File: config.mk
export PLATFORM = sky130hd
export DESIGN_NAME = bp_me_wormhole_edge_responder
export DESIGN_NICKNAME = d
export VERILOG_FILES = /design/src/rtl/bp_me_pkg.sv /design/src/rtl/bp_me_wormhole_tx_serializer.sv /design/src/rtl/bp_me_wormhole_edge_responder.sv
export SDC_FILE = /design/constraint.sdc
export NUM_CORES = 1
export LEC_CHECK = 0
export ABC_AREA = 1
export BUFFER_PORTS_ARGS = -buffer_cell sky130_fd_sc_hd__buf_2
export CORE_AREA = 3 3 502 504
export DETAILED_ROUTE_END_ITERATION = 8
export DIE_AREA = 0 0 505 507
export GPL_TIMING_DRIVEN = 0
export HOLD_SLACK_MARGIN = 0.15
export PLACE_DENSITY = 0.47
export SLEW_MARGIN = 20
export SYNTH_ARGS = -nofsm -noshare
export SYNTH_HDL_FRONTEND = slang
export SYNTH_SLANG_ARGS = --single-unit
File: constraint.sdc
create_clock -name clk_i -period 22.7 [get_ports clk_i]
set_input_delay 3.405 -clock clk_i [delete_from_list [all_inputs] [get_ports clk_i]]
set_output_delay 3.405 -clock clk_i [all_outputs]
set_load 0.03 [all_outputs]
File: src/rtl/bp_me_pkg.sv
// Shared definitions for the memory-edge wormhole endpoint.
//
// Contents:
//   BP_ME_WORMHOLE_HEADER_S_DECLARE(name, flit_w, cord_w, len_w)
//       Macro that declares a packed wormhole header struct named 'name'.
//       Field order from LSB upward: dst_cord, len, src_cord, opaque.
//       Modules call it with their own parameters, so the struct always
//       matches their flit geometry.
//   bp_me_wormhole_header_s
//       Header struct for the default geometry: 64-bit flit, 8-bit cord,
//       4-bit len.
//   bp_me_rx_state_e
//       States of the command reassembly FSM.
//   bp_me_tx_state_e
//       States of the response serializer FSM.

`define BP_ME_WORMHOLE_HEADER_S_DECLARE(struct_name, flit_w, cord_w, len_w) \
    typedef struct packed { \
        logic [(flit_w)-2*(cord_w)-(len_w)-1:0] opaque; \
        logic [(cord_w)-1:0]                    src_cord; \
        logic [(len_w)-1:0]                     len; \
        logic [(cord_w)-1:0]                    dst_cord; \
    } struct_name

package bp_me_pkg;

    `BP_ME_WORMHOLE_HEADER_S_DECLARE(bp_me_wormhole_header_s, 64, 8, 4);

    typedef enum logic [1:0] {
        RX_HDR,
        RX_BODY,
        RX_DONE
    } bp_me_rx_state_e;

    typedef enum logic {
        TX_IDLE,
        TX_SEND
    } bp_me_tx_state_e;

endpackage

File: src/rtl/bp_me_wormhole_tx_serializer.sv
// Response serializer for the memory-edge endpoint.
// It captures one wide response packet from the memory and emits it on the
// mem_resp wormhole link. The packet goes out as the header flit followed by
// len body flits.
//
// Ports:
//   clk_i, reset_i          clock; synchronous active-high reset
//   mem_resp_i              wide response packet {body[max-1:0], header}
//   mem_resp_v_i            response valid
//   mem_resp_ready_and_o    response captured when v & ready
//   link_v_o                flit valid toward the mesh
//   link_data_o             current flit
//   link_ready_and_i        mesh accepts the flit
//   err_o                   sticky; set when a response header carries len > max

module bp_me_wormhole_tx_serializer
    import bp_me_pkg::*;
#(
    parameter int flit_width_p        = 64,
    parameter int cord_width_p        = 8,
    parameter int len_width_p         = 4,
    parameter int max_payload_flits_p = 8,
    localparam int pkt_width_lp       = flit_width_p*(1+max_payload_flits_p)
)(
    input  logic                    clk_i,
    input  logic                    reset_i,
    input  logic [pkt_width_lp-1:0] mem_resp_i,
    input  logic                    mem_resp_v_i,
    output logic                    mem_resp_ready_and_o,
    output logic                    link_v_o,
    output logic [flit_width_p-1:0] link_data_o,
    input  logic                    link_ready_and_i,
    output logic                    err_o
);

    `BP_ME_WORMHOLE_HEADER_S_DECLARE(wh_header_s, flit_width_p, cord_width_p, len_width_p);

    localparam logic [len_width_p-1:0] max_len_lp = len_width_p'(max_payload_flits_p);

    wh_header_s              resp_hdr;
    bp_me_tx_state_e         state_r, state_n;
    logic [pkt_width_lp-1:0] pkt_r;
    logic [len_width_p-1:0]  cnt_r;
    logic [len_width_p-1:0]  last_r;
    logic                    err_r;
    logic                    capture;
    logic                    flit_done;

    assign resp_hdr = mem_resp_i[flit_width_p-1:0];
    assign err_o    = err_r;

    // State register for the serializer FSM.
    always_ff @(posedge clk_i) begin
        if (reset_i) begin
            state_r <= TX_IDLE;
        end else begin
            state_r <= state_n;
        end
    end

    // Next-state logic and handshakes.
    // Ready and valid are forced low while reset is asserted, so the
    // outputs are quiet in the reset cycle itself.
    always_comb begin
        state_n              = state_r;
        mem_resp_ready_and_o = 1'b0;
        link_v_o             = 1'b0;
        capture              = 1'b0;
        flit_done            = 1'b0;
        case (state_r)
            TX_IDLE: begin
                mem_resp_ready_and_o = ~reset_i;
                capture              = mem_resp_v_i & mem_resp_ready_and_o;
                if (capture) begin
                    state_n = TX_SEND;
                end
            end
            TX_SEND: begin
                link_v_o  = ~reset_i;
                flit_done = link_v_o & link_ready_and_i;
                if (flit_done && cnt_r == last_r) begin
                    state_n = TX_IDLE;
                end
            end
            default: state_n = TX_IDLE;
        endcase
    end

    // Packet register and flit counter.
    // last_r holds the clamped len, so an oversize header never indexes
    // past the payload that was captured.
    always_ff @(posedge clk_i) begin
        if (capture) begin
            pkt_r  <= {mem_resp_i[pkt_width_lp-1:flit_width_p], resp_hdr};
            cnt_r  <= '0;
            last_r <= (resp_hdr.len > max_len_lp) ? max_len_lp : resp_hdr.len;
        end else if (flit_done && cnt_r != last_r) begin
            cnt_r <= cnt_r + len_width_p'(1);
        end
    end

    // Sticky error flag for oversize response lengths.
    always_ff @(posedge clk_i) begin
        if (reset_i) begin
            err_r <= 1'b0;
        end else if (capture && resp_hdr.len > max_len_lp) begin
            err_r <= 1'b1;
        end
    end

    // Flit select from the packet register.
    // The output is held at zero whenever no flit is being offered.
    always_comb begin
        link_data_o = '0;
        if (link_v_o) begin
            for (int i = 0; i <= max_payload_flits_p; i++) begin
                if (cnt_r == len_width_p'(i)) begin
                    link_data_o = pkt_r[i*flit_width_p +: flit_width_p];
                end
            end
        end
    end

endmodule

File: src/rtl/bp_me_wormhole_edge_responder.sv
// Memory-side endpoint at the south edge of the mem NoC mesh.
// Incoming mem_cmd wormhole flits are reassembled into one wide command
// packet for the memory. Wide memory responses are serialized back onto the
// mem_resp link. The two directions run independently.
//
// Ports:
//   clk_i, reset_i          clock; synchronous active-high reset
//   link_v_i / link_data_i / link_ready_and_o
//                           mem_cmd flit input from the mesh
//   link_v_o / link_data_o / link_ready_and_i
//                           mem_resp flit output to the mesh
//   mem_cmd_o / mem_cmd_v_o / mem_cmd_ready_and_i
//                           assembled command {body[max-1:0], header}
//   mem_resp_i / mem_resp_v_i / mem_resp_ready_and_o
//                           wide response from the memory
//   err_o                   sticky; set on an illegal len in either direction

module bp_me_wormhole_edge_responder
    import bp_me_pkg::*;
#(
    parameter int flit_width_p        = 64,
    parameter int cord_width_p        = 8,
    parameter int len_width_p         = 4,
    parameter int max_payload_flits_p = 8,
    localparam int pkt_width_lp       = flit_width_p*(1+max_payload_flits_p)
)(
    input  logic                    clk_i,
    input  logic                    reset_i,

    input  logic                    link_v_i,
    input  logic [flit_width_p-1:0] link_data_i,
    output logic                    link_ready_and_o,

    output logic                    link_v_o,
    output logic [flit_width_p-1:0] link_data_o,
    input  logic                    link_ready_and_i,

    output logic [pkt_width_lp-1:0] mem_cmd_o,
    output logic                    mem_cmd_v_o,
    input  logic                    mem_cmd_ready_and_i,

    input  logic [pkt_width_lp-1:0] mem_resp_i,
    input  logic                    mem_resp_v_i,
    output logic                    mem_resp_ready_and_o,

    output logic                    err_o
);

    `BP_ME_WORMHOLE_HEADER_S_DECLARE(wh_header_s, flit_width_p, cord_width_p, len_width_p);

    localparam logic [len_width_p-1:0] max_len_lp = len_width_p'(max_payload_flits_p);

    wh_header_s              rx_hdr;
    bp_me_rx_state_e         rx_state_r, rx_state_n;
    logic [flit_width_p-1:0] slot_r [0:max_payload_flits_p];
    logic [len_width_p-1:0]  rx_cnt_r;
    logic [len_width_p-1:0]  rx_len_r;
    logic [len_width_p:0]    rx_cnt_inc;
    logic                    rx_accept;
    logic                    rx_err_r;
    logic                    tx_err;

    assign rx_hdr     = link_data_i;
    assign rx_cnt_inc = {1'b0, rx_cnt_r} + (len_width_p+1)'(1);

    // State register for the reassembly FSM.
    always_ff @(posedge clk_i) begin
        if (reset_i) begin
            rx_state_r <= RX_HDR;
        end else begin
            rx_state_r <= rx_state_n;
        end
    end

    // Next-state logic and handshakes.
    // RX_DONE never accepts a flit, which costs one bubble cycle per
    // packet. The mem_cmd output therefore stays stable until the memory
    // consumes it. rx_len_r keeps the raw received len, so an oversize
    // packet is drained completely before the FSM returns to RX_HDR.
    always_comb begin
        rx_state_n       = rx_state_r;
        link_ready_and_o = 1'b0;
        mem_cmd_v_o      = 1'b0;
        rx_accept        = 1'b0;
        case (rx_state_r)
            RX_HDR: begin
                link_ready_and_o = ~reset_i;
                rx_accept        = link_v_i & link_ready_and_o;
                if (rx_accept) begin
                    rx_state_n = (rx_hdr.len == '0) ? RX_DONE : RX_BODY;
                end
            end
            RX_BODY: begin
                link_ready_and_o = ~reset_i;
                rx_accept        = link_v_i & link_ready_and_o;
                if (rx_accept && rx_cnt_inc == {1'b0, rx_len_r}) begin
                    rx_state_n = RX_DONE;
                end
            end
            RX_DONE: begin
                mem_cmd_v_o = ~reset_i;
                if (mem_cmd_ready_and_i) begin
                    rx_state_n = RX_HDR;
                end
            end
            default: rx_state_n = RX_HDR;
        endcase
    end

    // Packet buffer.
    // The header lands in slot 0 and the body slots are cleared, so a short
    // packet presents zeros in its unused flits. Body flit n goes to slot n.
    // Flits numbered above max_payload_flits_p match no slot and are dropped.
    always_ff @(posedge clk_i) begin
        if (rx_accept) begin
            if (rx_state_r == RX_HDR) begin
                slot_r[0] <= rx_hdr;
                for (int i = 1; i <= max_payload_flits_p; i++) begin
                    slot_r[i] <= '0;
                end
                rx_cnt_r <= '0;
                rx_len_r <= rx_hdr.len;
            end else begin
                for (int i = 1; i <= max_payload_flits_p; i++) begin
                    if (rx_cnt_inc == (len_width_p+1)'(i)) begin
                        slot_r[i] <= link_data_i;
                    end
                end
                rx_cnt_r <= rx_cnt_inc[len_width_p-1:0];
            end
        end
    end

    // Sticky error flag for oversize command lengths.
    always_ff @(posedge clk_i) begin
        if (reset_i) begin
            rx_err_r <= 1'b0;
        end else if (rx_accept && rx_state_r == RX_HDR && rx_hdr.len > max_len_lp) begin
            rx_err_r <= 1'b1;
        end
    end

    // Pack the slots into the wide command.
    // The command is held at zero whenever it is not valid.
    always_comb begin
        mem_cmd_o = '0;
        if (mem_cmd_v_o) begin
            for (int i = 0; i <= max_payload_flits_p; i++) begin
                mem_cmd_o[i*flit_width_p +: flit_width_p] = slot_r[i];
            end
        end
    end

    bp_me_wormhole_tx_serializer #(
        .flit_width_p        (flit_width_p),
        .cord_width_p        (cord_width_p),
        .len_width_p         (len_width_p),
        .max_payload_flits_p (max_payload_flits_p)
    ) tx_serializer (
        .clk_i                (clk_i),
        .reset_i              (reset_i),
        .mem_resp_i           (mem_resp_i),
        .mem_resp_v_i         (mem_resp_v_i),
        .mem_resp_ready_and_o (mem_resp_ready_and_o),
        .link_v_o             (link_v_o),
        .link_data_o          (link_data_o),
        .link_ready_and_i     (link_ready_and_i),
        .err_o                (tx_err)
    );

    assign err_o = ~reset_i & (rx_err_r | tx_err);

endmodule

==> metrics <==
Worst VDD drop=61.0 µV; fraction of layout cells with a size suffix above 1=0.287; routed wire length=223 mm; Power Dens Cells=86.1 nW/µm²; Top Ports=1,291; # H-tree levels=4; simple-gate portion of the synthesized area=0.153; Core Region=248,000 µm²; TritonCTS clock tree=built; Post-synth EDFFs=1,164; die extent in x=505 µm; CP Class=input port to primary output; Finished Core Util=0.258; outcome=finished, final reports clean; P_leak=28.8 nW; Max-cap violations=0; Clock power frac=0.399; Tot Pwr=5.52 mW; Reg-to-Reg End=slot_r[0][475]$_DFFE_PP_; routability cong.=0.926; Core Rows=183; worst path arrival time=6.29 ns; final hold violations=0; vias in the first global route=36,500; worst hold margin=0.464 ns; chip height=507 µm; Final setup viols=0; Root Driver=clkbuf_16; xor-xnor portion of the synthesized cell area=0.00248; Skew-Pair Late Insertion Delay=0.77 ns; Worst Hold Launch=rx_err_r$_SDFFE_PP0P_; Worst setup EP type=primary output; Placement Cell Area=59,600 µm²; Synth Instances=4,279; Avg Vias per Cell=3.88; RSZ-0062 raised after global routing=false; Slew Limit Fails=0; Setup Skew=0.0313 ns; synth cell count leaders=edfxtp_1 (1,164), inv_1 (858), nor2_1 (836); Final period util=0.427; Slew HR=0.233; Clock Pin Slew Worst Setup and Hold Paths=0.06 ns; r2r setup slk=18.99 ns; synth top area cells=edfxtp_1 (73%), inv_1 (6.7%), nor2_1 (6.5%); mapped cell area=47,900 µm²; Tmin final=9.69 ns; Yosys warnings=0; HP Class=flop to flop; sw frac=0.282; hold depth=2; Post-Synthesis Net Count=4,934; Synth async-reset ratio=0; TritonCTS Buffers=136; Initial Util=0.193; adder-cell area share of the yosys netlist=0.00235; initial DRC count=2,907; worst slack at placement=12.89 ns; top_reg_cell synth=edfxtp_1; largest family of logic cells by synthesized area=simple AND/OR/NAND/NOR gates; cts repair resizes=0; largest fanout on the critical path=10; Seq pwr share=0.461; Finished Layout Cells=9,209; GRT Resource Usage Total=0.167; Avg Synthesized Cell Area=11.2 µm²; Seq/Total Area, Yosys=0.733; CP peak stage delay=0.88 ns; proportion of synthesized area in mux cells=0; internal power=3.97 mW; initial antenna violation count=88; # fillers=26,700; Clock Sinks=1,173; post-synth top area cell=edfxtp_1; Synth Area in Compound Gates=0.0217; CP delay by family, top=buffers and inverters; Critical-path top delay cell=clkbuf_1; Yosys top cell area share=0.729; Die ar.=256,000 µm²; r2r startpoint=rx_cnt_r[0]$_SDFFCE_PP0P_; CP Data Required Time=19.30 ns; Netlist cell types=37; Worst Tran Pin Value=1.15 ns; top-count cell post-synth=edfxtp_1; Setup Fix Bufs, Post-CTS=0; routed vias=35,800; Startpoint Class=input port; Pre-Repair DR Iteration Count=5; dpl hpwl=180 mm; first-pass GRT wire length=295 mm; total negative setup slack=0 ns; Worst Slack Setup Final=13.01 ns; Reg2Reg Depth=10; CTS Hold Buffers Added=0; Layout Area Growth over Synthesis=33.8%; Hold Crit Endpoint=rx_err_r$_SDFFE_PP0P_; Seq cells post-synth=1,173; worst path cell trace=buf_2 > nor3_1 > inv_2 > clkbuf_1 > clkbuf_1 > nor2_1 > buf_2; switching pwr=1.56 mW; Nets=6,398; Comb pwr share=0.141; Residual DRC=0; drt wl/cell=24.2 µm; post-route cell area=64,100 µm²; input/output buffers=1,289; WP buf/inv=5; GRT overflow=0; Fmax achieved=0.103 GHz; CTS max path bufs=3; largest net degree at the start of global routing=105; Placed Cells=8,935; Routed Antenna Nets=0
==> tightest hold or removal path: stages, from the launching register on <==
cell and delay [ns]:
dfxtp_1 0.29, inv_1 0.06, a21oi_1 0.06
==> cell type report <==
| cell class | count | area (µm²) | area share |
|---|---|---|---|
| clock inverter | 67 | 826 | 0.0129 |
| inverter | 869 | 3270 | 0.0510 |
| multi-input combinational | 2038 | 8720 | 0.136 |
| antenna | 36 | 90.1 | 0.00140 |
| tap | 3330 | 4170 | 0.0650 |
| sequential | 1173 | 35100 | 0.548 |
| clock buffer | 171 | 3600 | 0.0561 |
| buffer | 199 | 933 | 0.0146 |
| timing repair buffer | 1326 | 7380 | 0.115 |
==> flip-flops by register name, summed over array words and instances, names as in the netlist <==
name and flops:
rx_len_r 4, tx_serializer.pkt_r 576, rx_state_r 2, tx_serializer.last_r 4, slot_r 576, tx_serializer.err_o 1
rx_err_r 1, tx_serializer.state_r 1, rx_cnt_r 4, tx_serializer.cnt_r 4
==> cells in the final DEF (no fill, tap or decap), drive strengths merged <==
master | synthesis | routed
nor3 | 6 | 6
edfxtp | 1164 | 1164
or2 | 14 | 14
nand2 | 709 | 709
clkbuf | 117 | 288
inv | 867 | 877
clkinvlp | 0 | 4
buf | 82 | 1408
nor2 | 863 | 863
a21oi | 72 | 72
nand4 | 65 | 65
a211oi | 1 | 1
ha | 9 | 9
xor2 | 3 | 3
nor3b | 1 | 1
nand3b | 1 | 1
nand3 | 152 | 152
diode | 0 | 36
bufinv | 0 | 10
a21boi | 1 | 1
o21ai | 133 | 133
dfxtp | 9 | 9
xnor2 | 8 | 8
clkinv | 2 | 45
==> power groups by stage <==
stage	clock network, mW	logic [mW]	registers, mW
after floorplan	0	0.372	2.61
after global placement	0	0.776	2.65
after detailed placement	0	0.805	2.59
after CTS	2.26	0.807	2.54
after global routing	2.35	0.856	2.55
final	2.20	0.777	2.54
==> cell families after synthesis <==
| kind of cell | after synthesis |
|---|---|
| simple gates | 1811 |
| flops | 1173 |
| xor+xnor | 11 |
| buf+inv | 1068 |
| fa+ha+maj | 9 |
| compound gates | 207 |
==> worst max-delay path by stage <==
stage,slack [ns],to,startpoint,cells after the start
global placement,-0.07,tx_serializer.err_o$_SDFFE_PP0P_,reset_i,6
global route,12.86,mem_cmd_o[196],reset_i,7
detailed placement,12.89,mem_cmd_o[200],reset_i,7
finish,13.01,mem_cmd_o[197],reset_i,7
floorplan,6.37,tx_serializer.last_r[0]$_SDFFCE_PP0P_,reset_i,4
CTS,12.88,mem_cmd_o[200],reset_i,7
==> routing by layer <==
layer | vias to the layer above | GRT usage | routed length, µm
met1 | 17100 | 0.175 | 79100
li1 | 16600 | - | -
met4 | 72 | 0.0712 | 9340
met5 | - | 0 | 470
met3 | 371 | 0.0399 | 15200
met2 | 1576 | 0.317 | 119000
(Power assumes the default switching activity.)
